`src/rtl/combi_seq_pkg.sv`:
```
// Shared types and widths for the combi stimulus sequencer.
// Used by combi_hold_timer and combi_stim_seq.
package combi_seq_pkg;

  typedef enum logic [1:0] {
    IDLE,
    DRIVE,
    DONE
  } state_e;

  localparam int NUM_PATTERNS = 16;
  localparam int PAT_W        = 4;
  localparam int RES_W        = 32;
  localparam int CNT_W        = 5;
  localparam int HOLD_W       = 8;   // wide enough for HOLD_CYCLES up to 255

endpackage

```
`src/rtl/combi_stim_seq_if.sv`:
```
// Pattern/response bus between the stimulus sequencer and the combi block.
// The sequencer drives a..d and observes x,y.
interface combi_stim_seq_if;

  logic a;
  logic b;
  logic c;
  logic d;
  logic x;
  logic y;

  modport master (output a, b, c, d, input x, y);
  modport slave  (input a, b, c, d, output x, y);

endinterface

```
`src/rtl/combi_hold_timer.sv`:
```
// Hold-window counter: counts while enabled and raises tc on the last cycle
// of each HOLD_CYCLES-long window. clr returns the count to zero.
module combi_hold_timer
  import combi_seq_pkg::*;
#(
  parameter int unsigned HOLD_CYCLES = 4
) (
  input  logic clk,
  input  logic rst,
  input  logic en,
  input  logic clr,
  output logic tc
);

  localparam logic [HOLD_W-1:0] LAST = HOLD_W'(HOLD_CYCLES - 1);

  logic [HOLD_W-1:0] cnt_q;

  // NOTE: state registers are written with <= so every flop samples the
  // pre-edge value of its neighbours; = here would create order-dependent races.
  always_ff @(posedge clk) begin
    if (rst || clr) begin
      cnt_q <= '0;
    end else if (en) begin
      cnt_q <= cnt_q + HOLD_W'(1);
    end
  end

  assign tc = en && (cnt_q == LAST);

endmodule

```
`src/rtl/combi_stim_seq.sv`:
```
// Sweeps all 16 a,b,c,d patterns into combi, holding each HOLD_CYCLES clocks,
// and packs the sampled x,y into result. Optional golden compare: COMBI_SEQ_CHECK_EN.
module combi_stim_seq
  import combi_seq_pkg::*;
#(
  parameter int unsigned      HOLD_CYCLES = 4,
  parameter logic [RES_W-1:0] EXPECTED    = '0
) (
  input  logic                 clk,
  input  logic                 rst,
  input  logic                 start,
  input  logic                 abort,
  combi_stim_seq_if.master     bus,
  output logic                 busy,
  output logic                 done,
  output logic [PAT_W-1:0]     pat_idx,
  output logic [RES_W-1:0]     result,
  output logic [CNT_W-1:0]     mismatch_cnt
);

  state_e             state_q;
  state_e             state_d;
  logic [PAT_W-1:0]   pat_idx_q;
  logic [RES_W-1:0]   result_q;
  logic               tc;
  logic               last_pat;
  logic               capture;
  logic               accept;

  combi_hold_timer #(
    .HOLD_CYCLES (HOLD_CYCLES)
  ) u_hold_timer (
    .clk (clk),
    .rst (rst),
    .en  (state_q == DRIVE),
    .clr ((state_q != DRIVE) || tc || abort),
    .tc  (tc)
  );

  assign last_pat = (pat_idx_q == PAT_W'(NUM_PATTERNS - 1));
  assign accept   = (state_q == IDLE) && start;
  // abort outranks a coinciding capture: the aborted pattern is never recorded
  assign capture  = (state_q == DRIVE) && !abort && tc;

  // NOTE: every always_comb output gets a default before the case, so no
  // path leaves it unassigned and no latch is inferred.
  always_comb begin
    state_d = state_q;
    unique case (state_q)
      IDLE:    if (start) state_d = DRIVE;
      DRIVE: begin
        if (abort)                state_d = IDLE;
        else if (tc && last_pat)  state_d = DONE;
      end
      DONE:    state_d = IDLE;
      default: state_d = IDLE;
    endcase
  end

  // NOTE: result is a plain register bank, so it is reset explicitly along
  // with the control state; it is not a memory array.
  always_ff @(posedge clk) begin
    if (rst) begin
      state_q   <= IDLE;
      pat_idx_q <= '0;
      result_q  <= '0;
    end else begin
      state_q <= state_d;
      if (accept) begin
        pat_idx_q <= '0;
        result_q  <= '0;
      end else if ((state_q == DRIVE) && abort) begin
        pat_idx_q <= '0;
      end else if (capture) begin
        result_q[{pat_idx_q, 1'b0} +: 2] <= {bus.x, bus.y};
        pat_idx_q                        <= pat_idx_q + PAT_W'(1);  // 15 wraps to 0
      end
    end
  end

`ifdef COMBI_SEQ_CHECK_EN
  logic [CNT_W-1:0] mismatch_q;
  logic [1:0]       exp_bits;

  assign exp_bits = EXPECTED[{pat_idx_q, 1'b0} +: 2];

  always_ff @(posedge clk) begin
    if (rst || accept) begin
      mismatch_q <= '0;
    end else if (capture && ({bus.x, bus.y} != exp_bits)) begin
      mismatch_q <= mismatch_q + CNT_W'(1);
    end
  end

  assign mismatch_cnt = mismatch_q;
`else
  logic [RES_W-1:0] unused_expected;

  assign unused_expected = EXPECTED;
  assign mismatch_cnt    = '0;
`endif

  // pat_idx is already zero outside DRIVE, so it can feed a..d directly
  assign {bus.a, bus.b, bus.c, bus.d} = pat_idx_q;
  assign pat_idx = pat_idx_q;
  assign result  = result_q;
  assign busy    = (state_q == DRIVE);
  assign done    = (state_q == DONE);

endmodule

```
`src/flat_wrapper.sv`:
```
// flat-port wrapper written by rule: the top's interface ports become plain ports
module combi_stim_seq_flat import combi_seq_pkg::*;
#(
  parameter int unsigned      HOLD_CYCLES = 4,
  parameter logic [RES_W-1:0] EXPECTED    = '0
)
  (clk, rst, start, abort, busy, done, pat_idx, result, mismatch_cnt, bus_a, bus_b, bus_c, bus_d, bus_x, bus_y);
  combi_stim_seq_if bus_i ();
  input  logic clk;
  input  logic rst;
  input  logic start;
  input  logic abort;
  output logic busy;
  output logic done;
  output logic [PAT_W-1:0] pat_idx;
  output logic [RES_W-1:0] result;
  output logic [CNT_W-1:0] mismatch_cnt;
  output wire logic [$bits(bus_i.a)-1:0] bus_a;
  output wire logic [$bits(bus_i.b)-1:0] bus_b;
  output wire logic [$bits(bus_i.c)-1:0] bus_c;
  output wire logic [$bits(bus_i.d)-1:0] bus_d;
  input wire logic [$bits(bus_i.x)-1:0] bus_x;
  input wire logic [$bits(bus_i.y)-1:0] bus_y;
  assign bus_a = bus_i.a;
  assign bus_b = bus_i.b;
  assign bus_c = bus_i.c;
  assign bus_d = bus_i.d;
  assign bus_i.x = bus_x;
  assign bus_i.y = bus_y;
  combi_stim_seq #(.HOLD_CYCLES(HOLD_CYCLES), .EXPECTED(EXPECTED)) u_core (.clk(clk), .rst(rst), .start(start), .abort(abort), .bus(bus_i), .busy(busy), .done(done), .pat_idx(pat_idx), .result(result), .mismatch_cnt(mismatch_cnt));
endmodule
```
`config.mk`:
```
export PLATFORM = sky130hd
export DESIGN_NAME = combi_stim_seq_flat
export DESIGN_NICKNAME = d
export VERILOG_FILES = /design/src/rtl/combi_seq_pkg.sv /design/src/rtl/combi_stim_seq_if.sv /design/src/rtl/combi_hold_timer.sv /design/src/rtl/combi_stim_seq.sv /design/src/flat_wrapper.sv
export SDC_FILE = /design/constraint.sdc
export NUM_CORES = 1
export LEC_CHECK = 0
export CORE_MARGIN = 2
export CORE_UTILIZATION = 44
export CTS_BUF_LIST = sky130_fd_sc_hd__clkbuf_4 sky130_fd_sc_hd__clkbuf_8 sky130_fd_sc_hd__clkbuf_16
export CTS_CLUSTER_DIAMETER = 60
export CTS_CLUSTER_SIZE = 12
export DETAILED_ROUTE_END_ITERATION = 12
export GPL_TIMING_DRIVEN = 0
export PLACE_DENSITY = 0.75
export SYNTH_ARGS = -nofsm -noshare
export SYNTH_HDL_FRONTEND = slang
export SYNTH_SLANG_ARGS = --single-unit
```
`constraint.sdc`:
```
create_clock -name clk -period 2.3 [get_ports clk]
set_clock_uncertainty 0.2 [all_clocks]
set_input_delay 0.23 -clock clk [delete_from_list [all_inputs] [get_ports clk]]
set_output_delay 0.23 -clock clk [all_outputs]
set_load 0.005 [all_outputs]
```
* Yosys cells after proc, flatten, opt, wreduce, memory -nomap -nowiden
Cells that the tools add are included.
Storage, ports and cells: register bits 46, RAM bits 0, bits in read-only memories 0, memories 0, output and inout bits 47, bits of input ports 6, logic and storage cells 37, latch bits 0
Operators by class: $add $sub $neg 3, bitwise logic cells 1, $mul 0, equality and inequality tests 7, shift operators 2, reductions and logical operators 15, muxes and demuxes 5, magnitude comparators 0, divide/modulo/power cells 0
Operators by type and width (number):
- $bwmux 32 | 1
- $shift 2x7->32 const A | 1
- $shiftx 2x7->32 | 1
- $add 8x1->8 const B | 1
- $eq 8x2->1 const B | 1
- $neg 5->7 | 1
- $logic_and 1x1->1 | 6
- $mux 2 | 3
- $add 4x1->4 const B | 1
- $eq 4x4->1 const B | 1
- $pmux 2 s2 | 1
- $reduce_and 2->1 | 2
- $logic_or 1x1->1 | 3
- $ne 3x2->1 const B | 1
- $reduce_or 3->1 | 1
- $eq 2x1->1 const B | 1
- $eq 2x2->1 const B | 1
- $logic_not 2->1 | 1
- $ne 2x1->1 const B | 1
- $ne 2x2->1 const B | 1
- $reduce_or 2->1 | 1
- $logic_not 1->1 | 1
- $not 1->1 | 1

* Logic depth before layout (Yosys ltp)
depth in word-level cells 6, depth in mapped cells 8, mapped depth without buffers 6

* Cells and area by module
A second synthesis with hierarchy kept.
Unflattened totals: cells, all modules 261, area, all modules 2278.4 um^2
Modules (own cells, without submodules):
- combi_stim_seq | area an instance 1915.6 um^2, sequential area each 760.7 um^2, cells each 221, times used 1
- combi_hold_timer | area an instance 362.8 um^2, sequential area each 160.2 um^2, cells each 40, times used 1

* Worst setup path after synthesis
Ideal clock, no wire load.
path kind flip-flop to flip-flop, start point register u_core.pat_idx_q[0], in the netlist u_core.pat_idx[0], end point register u_core.result_q[16], in the netlist u_core.result[16], setup slack -0.085 ns, library setup time 0.124 ns, clock period less this slack 2.385 ns, stages on the path, launching flop included 9, arrival time 2.061 ns, data required time 1.976 ns, cells stage by stage dfxtp_1 > clkbuf_1 > inv_1 > ha_1 > or3b_2 > and4_1 > buf_4 > or3b_1 > mux2i_1
Between the ends: longest elaborated chain between the ends 3, elaborated cells between the ends (all ways) 4
Ends and longest elaborated chain:
- start: declaration | RTL line combi_stim_seq.sv:23 | logic [PAT_W-1:0] pat_idx_q;
- start signal: assignment | RTL line combi_stim_seq.sv:76 | pat_idx_q <= pat_idx_q + PAT_W'(1);
- $neg 5->7 (*) | RTL line combi_stim_seq.sv:75 | result_q[{pat_idx_q, 1'b0} +: 2] <= {bus.x, bus.y};
- $shiftx 2x7->32 or $shift 2x7->32 (tied branches) | RTL line combi_stim_seq.sv:75
- $bwmux 32 (*) | RTL line combi_stim_seq.sv:75
- end signal: indexed assignment | RTL line combi_stim_seq.sv:75
- end: declaration | RTL line combi_stim_seq.sv:24 | logic [RES_W-1:0] result_q;
Every way passes the cells marked *; elsewhere a longest branch is shown, timed or not. A chain may end at the register's enable or synchronous reset.

* Worst setup path after layout
start point register u_core.pat_idx_q[1], in the netlist u_core.pat_idx[1], end point register u_core.result_q[17], in the netlist u_core.result[17]
Same word-level chain as after synthesis.

==> results.tsv <==
metric	value	unit
drtPass1Iterations	4	
ys_types	38	
hold_path_depth	2	
drc_errors	0	
synth_cells	242	
insertion_delay	0.30	ns
fmaxAchievable	448	MHz
clk_pin_slew	0.09	ns
fin_area	2950	um^2
core	4750	um^2
clkPwrFrac	0.416	
start_util	0.462	
cpPeakStageDelay	0.48	ns
hold_start	u_core.result[9]	
vias_per_cell	5.13	
setup_viol	0	
nFillCells	426	
yosysWarnings	0	
cp-end-kind	flop	
hold_path_class	reg -> reg	
rows	25	
htreeDepth	2	
diodes	0	
synthToLayoutAreaGrowth	34.3	%
tightest_slew	0.594	ns
routed_wl	4890	um
p_comb_frac	0.041	
grt-ovfl-total	0	
die_area	5570	um^2
r2r_start	u_core.pat_idx[1]	
grt_pass1_vias	1680	
critPathKind	reg -> reg	
cp.arrival	2.28	ns
ys_ff_latch	46	
root_buffer	clkbuf_8	
reg2reg_slack	0.07	ns
dieWidth	74.6	um
hold_buffers	0	
drv_slew	0	
die_y	74.6	um
min_period	2.23	ns
placed_cells	360	
cts_tree	done	
via_count	1908	
cts_buffers	5	
syn_area_per_cell	9.07	um^2
swShare	0.220	
wl_per_cell	13.1	um
rr_worst_depth	7	
required	2.34	ns
clockBufferDepth	2	
rr_endpoint	u_core.result[17]	
worst_ir_drop_vdd	0.398	mV
slowest_stage	or3b_2	
grt_max_degree	18	
io_buffers	47	
crit_chain	inv_1, ha_4, or3b_2, and4_1, buf_4, or3b_4, mux2i_1	
antenna_found_initial	0	
pin_count	53	
dpl.hpwl	3480	um
cts_sinks	46	
cp-start-kind	flop	
fin_cells	372	
final_nets	314	
track_usage	0.180	
power_frac_seq	0.543	
ant_nets	0	
ys_seq_area_frac	0.420	
cp_max_fo	13	
power_switching	0.000322	W
power.leakage	1.11	nW
drive_above_1_share	0.131	
async_flop_share	0	
max_slew_margin	0.603	
gp_congestion	0.843	
power.density	498	nW/um^2
synth_edf_count	0	
synth-main-ff-cell	dfxtp_1	
intPower	0.00114	W
fin_crit_sh	0.971	
status	complete, no violations	
drt-initial-drc-count	121	
cap_violations	0	
hold_viol	0	
grt_pass1_wl	7690	um
dpl_cell_area	2770	um^2
netlist_area	2190	um^2
rsz0062_at_grt	yes	
hold_end	u_core.result[9]	
registers in the layout, indices dropped and copies added, names as in the netlist:
register                   flops
u_core.state_q                 2
u_core.u_hold_timer.cnt_q      8
u_core.result                 32
u_core.pat_idx                 4
power groups by stage:
| stage | sequential, W | combinational (W) | clock (W) |
|---|---|---|---|
| after floorplan | 0.000817 | 0.0000362 | 0 |
| after global placement | 0.000818 | 0.0000602 | 0 |
| after detailed placement | 0.000818 | 0.0000600 | 0 |
| after CTS | 0.000799 | 0.0000603 | 0.000627 |
| after global routing | 0.000797 | 0.0000664 | 0.000653 |
| final | 0.000797 | 0.0000602 | 0.000610 |
placed cells by master, fill, tap and decap left out, drive strengths merged, types with 3 or more instances in the layout:
cell,n
xor2,9
xnor2,3
a21oi,5
nand2,40
and3,3
nor3,9
nor2,15
clkdlybuf4s50,47
nand3,5
nor3b,3
dfxtp,46
clkbuf,13
or2,3
nand4,12
ha,4
nand4b,4
mux2i,32
o21ai,6
conb,5
buf,16
inv,3
nor2b,3
worst max-delay path, delay by kind of cell, from the launching register on:
kind                     cells  cell delay (ns)
AND/OR/NAND/NOR              3             0.95
flip-flops                   1             0.40
buffers and inverters        2             0.28
adder cells (fa/ha/maj)      1             0.18
multiplexers                 1             0.17
how the worst max path moves through the flow:
stage                            startpoint                 to  slack (ns)  cells after the start
2_1_floorplan             u_core.pat_idx[0]  u_core.result[16]       0.006                      8
3_3_place_gp              u_core.pat_idx[0]  u_core.result[17]       -0.25                      8
3_5_place_dp              u_core.pat_idx[0]  u_core.result[16]       -0.24                      8
4_1_cts        u_core.u_hold_timer.cnt_q[0]  u_core.result[17]        0.01                      7
5_1_grt                   u_core.pat_idx[1]  u_core.result[17]       -0.01                      7
6_report                  u_core.pat_idx[1]  u_core.result[17]        0.07                      7
logic make-up after synthesis:
group | count (synthesis) | synth area share
and+or+nand+nor | 110 | 0.269
DFF | 46 | 0.420
muxes | 32 | 0.146
buffers and inverters | 22 | 0.0547
AOI/OAI and AO/OA | 15 | 0.0382
xor gates and xnor gates | 12 | 0.0479
adders and majority gates | 4 | 0.0228
other | 1 | 0.00171
per-layer routing:
metal	global-route usage	vias up	routed length [um]
li1	-	955	-
met1	0.247	884	2270
met2	0.280	61	2250
met3	0.0442	8	296
met4	0.0595	0	77
met5	0	-	0
stage by stage:
| step | util | setup TNS, ns | total power, W | hold slack [ns] | setup WS, ns |
|---|---|---|---|---|---|
| 5_1_grt | 0.620 | -0.0275 | 0.00152 | 0.282 | -0.0121 |
| 4_1_cts | 0.610 | 0 | 0.00149 | 0.265 | 0.0125 |
| 6_report | 0.620 | 0 | 0.00147 | 0.260 | 0.0660 |
| 2_1_floorplan | - | 0 | 0.000853 | 0.102 | 0.00614 |
| 3_3_place_gp | 0.582 | -3.24 | 0.000878 | 0.247 | -0.247 |
| 3_5_place_dp | 0.582 | -3.52 | 0.000878 | 0.247 | -0.238 |
Yosys cell counts (2+ instances only):
| cell | count | area (um^2) |
|---|---|---|
| nand4_1 | 12 | 75.1 |
| or3_1 | 2 | 12.5 |
| clkbuf_1 | 9 | 33.8 |
| nand2b_1 | 2 | 12.5 |
| nor3_1 | 8 | 40.0 |
| ha_1 | 4 | 50.1 |
| mux2i_1 | 32 | 320 |
| nand3_1 | 5 | 25.0 |
| a211oi_1 | 2 | 15.0 |
| nand2_1 | 40 | 150 |
| o21ai_0 | 6 | 30.0 |
| xnor2_1 | 3 | 26.3 |
| nor2b_1 | 3 | 18.8 |
| dfxtp_1 | 46 | 921 |
| xor2_1 | 9 | 78.8 |
| or2_2 | 3 | 18.8 |
| and3_1 | 3 | 18.8 |
| a21oi_1 | 5 | 25.0 |
| inv_1 | 2 | 7.51 |
| nor2_1 | 15 | 56.3 |
| nand4b_1 | 4 | 35.0 |
| nor3b_1 | 2 | 15.0 |
| buf_4 | 10 | 75.1 |
cell type report:
cell class	count	area, um^2	area share
Buffer	18	106	0.0361
Clock buffer	5	68.8	0.0233
Clock inverter	3	43.8	0.0149
Inverter	2	7.51	0.00255
Multi-Input combinational cell	178	1190	0.404
Sequential cell	46	931	0.316
Tap cell	67	83.8	0.0284
Timing Repair Buffer	53	515	0.175
what timing repair did:
item                                    CTS  global route
endpoints found under the setup margin   29            31
setup buffers                             3             3
cloned                                    0             0
resized for setup                         4             9
Power figures use the tool's default switching activity.
